`src/rtl/dmem_port_arbiter.sv`:
```
// Shares the data-memory port: pipeline MEM stage (port 0) has zero-latency priority; aux port 1 gets a registered ack.
// Port 0 is held off via p0_stall only when port 1 is granted; a starvation counter bounds port-1 waiting.
module dmem_port_arbiter #(
  parameter int unsigned STARVE_LIMIT = 4
) (
  input  logic        clk,
  input  logic        reset,
  input  logic        p0_req,
  input  logic        p0_we,
  input  logic [31:0] p0_addr,
  input  logic [31:0] p0_wdata,
  input  logic [1:0]  p0_dsize,
  output logic [31:0] p0_rdata,
  output logic        p0_stall,
  input  logic        p1_req,
  input  logic        p1_we,
  input  logic [31:0] p1_addr,
  input  logic [31:0] p1_wdata,
  input  logic [1:0]  p1_dsize,
  output logic [31:0] p1_rdata,
  output logic        p1_ack,
  output logic [31:0] mem_addr,
  output logic [31:0] mem_wdata,
  output logic        mem_we,
  output logic [1:0]  mem_dsize,
  input  logic [31:0] mem_rdata
);

  typedef struct packed {
    logic        we;
    logic [31:0] addr;
    logic [31:0] wdata;
    logic [1:0]  dsize;
  } dmem_req_t;

  localparam logic [0:0] P1_IDLE = 1'b0;
  localparam logic [0:0] P1_ACK  = 1'b1;
  localparam logic [3:0] LIMIT   = 4'(STARVE_LIMIT);

  logic [0:0] state;
  logic [3:0] starve_cnt;
  logic       p1_eligible;
  logic       gnt0;
  logic       gnt1;
  dmem_req_t  req0;
  dmem_req_t  req1;
  dmem_req_t  sel;

  assign req0 = '{we: p0_we, addr: p0_addr, wdata: p0_wdata, dsize: p0_dsize};
  assign req1 = '{we: p1_we, addr: p1_addr, wdata: p1_wdata, dsize: p1_dsize};

  assign p1_eligible = p1_req && (state == P1_IDLE);
  assign gnt1        = p1_eligible && (!p0_req || (starve_cnt == LIMIT));
  assign gnt0        = p0_req && !gnt1;

  always_comb begin
    sel = '0;
    if (gnt1)      sel = req1;
    else if (gnt0) sel = req0;
  end

  // Reset gates the write strobe combinationally so nothing commits at an edge during reset.
  assign mem_we    = sel.we && !reset;
  assign mem_addr  = sel.addr;
  assign mem_wdata = sel.wdata;
  assign mem_dsize = sel.dsize;

  assign p0_rdata = mem_rdata;
  assign p0_stall = p0_req && gnt1;
  assign p1_ack   = (state == P1_ACK);

  always_ff @(posedge clk or posedge reset) begin
    if (reset) begin
      state      <= P1_IDLE;
      starve_cnt <= '0;
      p1_rdata   <= '0;
    end else begin
      if (gnt1) begin
        state    <= P1_ACK;
        p1_rdata <= mem_rdata;
      end else begin
        state    <= P1_IDLE;
      end
      // Counts only cycles where port 1 is actually waiting behind port 0.
      if (!p1_eligible || gnt1)
        starve_cnt <= '0;
      else if (gnt0 && (starve_cnt != LIMIT))
        starve_cnt <= starve_cnt + 4'd1;
    end
  end

endmodule
```
`config.mk`:
```
export PLATFORM = sky130hd
export DESIGN_NAME = dmem_port_arbiter
export DESIGN_NICKNAME = d
export VERILOG_FILES = /design/src/rtl/dmem_port_arbiter.sv
export SDC_FILE = /design/constraint.sdc
export NUM_CORES = 1
export LEC_CHECK = 0
export ABC_AREA = 0
export ABC_CLOCK_PERIOD_IN_PS = 1900
export BUFFER_PORTS_ARGS = -buffer_cell sky130_fd_sc_hd__buf_2
export CAP_MARGIN = 20
export CORE_AREA = 4 4 117 119
export CTS_CLUSTER_SIZE = 14
export DETAILED_ROUTE_END_ITERATION = 10
export DIE_AREA = 0 0 121 123
export GPL_TIMING_DRIVEN = 0
export SYNTH_ARGS = -nofsm -noshare
export SYNTH_HDL_FRONTEND = slang
export SYNTH_SLANG_ARGS = --single-unit
```
`constraint.sdc`:
```
create_clock -name clk -period 1.9 [get_ports clk]
set_input_delay 0.38 -clock clk [delete_from_list [all_inputs] [get_ports clk]]
set_output_delay 0.38 -clock clk [all_outputs]
set_load 0.005 [all_outputs]
```
Yosys cells after proc, flatten, opt, wreduce, memory -nomap -nowiden
Index checks and enable logic that the tools add are counted.
{"block": "word_totals", "reg_bits": 37, "latch_bits": 0, "ram_bits": 0, "rom_bits": 0, "inputBits": 170, "out_inout_bits": 133, "wordCells": 25, "n_memories": 0}
{"block": "classes", "add_sub_neg": 1, "multipliers": 0, "n_div": 0, "order_cmp": 0, "n_eq_ne": 2, "n_shift": 0, "mux": 5, "bitwise_logic": 1, "reduce_logical": 13}
{"cell": "$mux 67", "n": 2}
{"cell": "$mux 4", "n": 2}
{"cell": "$logic_and 1x1->1", "n": 6}
{"cell": "$add 4x1->4 const B", "n": 1}
{"cell": "$eq 4x3->1 const B", "n": 1}
{"cell": "$logic_not 1->1", "n": 4}
{"cell": "$ne 4x3->1 const B", "n": 1}
{"cell": "$logic_or 1x1->1", "n": 2}
{"cell": "$reduce_bool 2->1", "n": 1}
{"cell": "$mux 1", "n": 1}
{"cell": "$not 1->1", "n": 1}

Logic depth before layout (Yosys ltp)
{"block": "logic_depth", "depth_word": 8, "ltp_mapped": 7, "depth_no_buf": 5}

Worst setup path before layout
Ideal clock, no wire load.
{"block": "synth_path", "path_kind": "flip-flop to output port", "start": "reg starve_cnt[0]", "end": "out mem_addr[0]", "t_arrival_ns": 1.442, "required_time_ns": 1.520, "path_slack_ns": 0.078, "stages_incl_launch_ff": 8, "path_buffers": 2, "path_cell_list": "dfrtp_1 inv_1 ha_1 nand3b_2 o21a_1 buf_2 buf_2 a22o_1"}
{"block": "synth_between", "elab_chain_cells": 7}
{"element": "start, declared", "line_no": "41", "rtl": "logic [3:0] starve_cnt;"}
{"element": "start signal, assigned", "line_no": "88", "rtl": "starve_cnt <= starve_cnt + 4'd1;"}
{"element": "$eq 4x3->1 (*)", "line_no": "53", "rtl": "assign gnt1 = p1_eligible && (!p0_req || (starve_cnt == LIMIT));"}
{"element": "$logic_or 1x1->1 (*)", "line_no": "53"}
{"element": "$logic_and 1x1->1 (*)", "line_no": "53"}
{"element": "$logic_not 1->1", "line_no": "54", "rtl": "assign gnt0 = p0_req && !gnt1;"}
{"element": "$logic_and 1x1->1", "line_no": "54"}
{"element": "$mux 67", "line_no": "59", "rtl": "else if (gnt0) sel = req0;"}
{"element": "$mux 67 (*)", "line_no": "58", "rtl": "if (gnt1) sel = req1;"}
{"element": "end, declared", "line_no": "22", "rtl": "output logic [31:0] mem_addr,"}
Mark *: on every way between the ends. The rest lies on a longest branch, timed or not.

Final worst setup path
{"block": "layout_path", "start": "reg starve_cnt[1]", "end": "out mem_addr[24]"}
Same word-level chain as after synthesis.

==> metrics.txt <==
worst-skew pair later-pin latency 0.27 ns; crit share post-route 1.17; die area 14900 um2; Cell variety after synth 23; DIE WIDTH 121 um; Synth Cell Area 2370 um2; TritonCTS Buffers 5; Avg Cell Area, Syn 11.4 um2; layout cells sized above 1 0.779; crit path launch type register; Starting Density 0.189; final setup fails 68; Setup CP Type reg2out; failing checks negative setup slack; maximum clock insertion buffer count 2; MaxCap Viol Count 0; Clock Skews 0.00259 ns; CTS Sinks 37; initial antenna violation count 0; nets@finish 704; fin worst setup slack -0.314 ns; EDFF count, synth 0; status finished, violations left; Synthesized Nets 380; synthesis warning total 0; total wire length 10500 um; Tightest Pin Transition 0.783 ns; Worst VDD drop 0.000292 V; GRT Total Usage 0.124; routed via count 2980; drt wl/cell 14.9 um; Power Density 612 nW/um2; Via density 4.23; Pre-antenna DRT Iters 4; synthesis-stage register bit count 37; I/O Buffers 302; worst path required time 1.52 ns; Row Count 41; RSZ-0062 raised after global routing yes; gpl congestion 0.830; vias in the first global route 3163; starting DRC count in detailed routing 66; Most used DFF post-synth dfrtp_1; Hold Crit Class in2async; Overflow after GRT 0; CP cell instances inv_2 > ha_4 > nand3b_4 > o21a_4 > buf_12 > buf_6 > a22o_1 > buf_2; DIE HEIGHT 123 um; Worst path slowest cell dfrtp_1; max_slew headroom 0.478; Synth Instances 208; CP arrival 1.83 ns; Seq/Total Area, Yosys 0.390; Final Non-Filler Cells 705; Fin. Hold Viols 0; H-tree levels 2; Critical Path Max Stage Delay 0.39 ns; DP Cell Count 682; CTS tree built; Diodes inserted 0; Core Area 12600 um2; I/O pins 303; DRT antenna net count 0; Peak Freq 452 MHz; Async S/R FF share, synth 1.00; placed wire-length estimate 8770 um; # DRC 0; Area growth syn-to-layout 93.3%; setup TNS -18.19 ns; Reg clk slew, reported paths 0.05 ns; max-slew violations 0; crit-path max FO 9; first-pass GRT wire length 14700 um; clock period minus worst slack 2.21 ns; largest net degree at the start of global routing 38; Leak 2.60 nW; CTS root buffer clkbuf_16; Setup crit end kind primary output
## report_power, final
| part | internal, W | switching (W) | leakage (nW) | total (W) |
|---|---|---|---|---|
| sequential | 0.000913 | 0.0000537 | 0.443 | 0.000967 |
| combinational | 0.000589 | 0.000387 | 2.08 | 0.000977 |
| clock | 0.000562 | 0.000303 | 0.0805 | 0.000865 |
## sequential cells by signal (all words and copies together) (netlist names)
| name | count |
|---|---|
| p1_ack | 1 |
| starve_cnt | 4 |
| p1_rdata | 32 |
## worst max-delay path, delay by kind of cell, from the launching register on
kind	cells	cell delay [ns]
buffers and inverters	4	0.49
AOI/OAI and AO/OA	2	0.44
DFF	1	0.39
adders and majority gates	1	0.14
and+or+nand+nor	1	0.10
## stage by stage
step           area [um2]  hold slack [ns]  setup slack (ns)  power (W)   util
2_1_floorplan        2370            0.462            0.0783    0.00137      -
3_3_place_gp         4100            0.478            -0.360    0.00188  0.326
3_5_place_dp         4100            0.477            -0.408    0.00189  0.326
4_1_cts              4470            0.319            -0.385    0.00283  0.356
5_1_grt              4590            0.351            -0.367    0.00297  0.365
6_report             4590            0.253            -0.314    0.00281  0.365
## per-layer routing
layer  global-route usage  wire length (um)
met1                0.131              3590
met4               0.0425               198
met5                    0                 0
met3               0.0288               874
met2                0.239              5820
## cells in the mapped netlist (2+ instances only)
cell type / n / area share
dfrtp_1: 37 / 0.39
nor3_1: 4 / 0.0084
a22o_1: 66 / 0.24
buf_6: 3 / 0.014
buf_2: 12 / 0.025
mux2_2: 31 / 0.15
clkbuf_1: 2 / 0.0032
ha_1: 2 / 0.011
buf_4: 33 / 0.10
inv_1: 5 / 0.0079
## cell type report
type	instances	area [um2]
fill	1277	7980
timing repair buffer	317	1680
multi-input combinational	116	1120
sequential	37	926
buffer	50	463
tap	172	215
clock buffer	7	153
inverter	5	18.8
clock inverter	1	8.76
## worst paths after layout
check / from / endpoint / slack, ns / cells past startpoint
hold / removal: reset / starve_cnt[3] / 0.25 / 2
setup reg to reg: starve_cnt[1] / p1_rdata[5] / 0.09 / 8
max in group asynchronous: reset / p1_rdata[21] / 1.12 / 2
setup / recovery: starve_cnt[1] / mem_addr[24] / -0.31 / 8
hold reg to reg: p1_rdata[20] / p1_rdata[20] / 0.48 / 1
min in group clk: mem_rdata[20] / p1_rdata[20] / 0.34 / 2
## timing repair
| item | in CTS | in global routing |
|---|---|---|
| gates resized for setup | 31 | 19 |
| cloned | 2 | 2 |
| buffers inserted | 11 | 1 |
| setup endpoints to repair | 100 | 98 |
| pin swaps | 11 | 14 |
| hold buffers | 0 | 0 |
## logic make-up after synthesis
logic type	after synthesis	share of synthesized area
DFF	37	0.390
adders and majority gates	2	0.0105
AOI/OAI and AO/OA	71	0.263
xor gates and xnor gates	2	0.00739
buffers and inverters	55	0.155
and+or+nand+nor	9	0.0222
muxes	32	0.152
## layout by cell type, fill, tap and decap left out, drive strengths merged
| master | synthesis | routed |
|---|---|---|
| buf | 48 | 362 |
| a22o | 66 | 66 |
| dfrtp | 37 | 37 |
| mux2 | 32 | 32 |
| clkbuf | 2 | 12 |
| inv | 5 | 6 |
| nor3 | 4 | 4 |
| a21oi | 2 | 2 |
| ha | 2 | 2 |
| nand3b | 1 | 1 |
| nand2b | 1 | 1 |
| nand2 | 1 | 1 |
| xnor2 | 1 | 1 |
| o21a | 1 | 1 |
| a211o | 1 | 1 |
| o211ai | 1 | 1 |
| and2 | 1 | 1 |
| nand3 | 1 | 1 |
| xor2 | 1 | 1 |
Note: power is estimated with default switching activity, not from simulation.
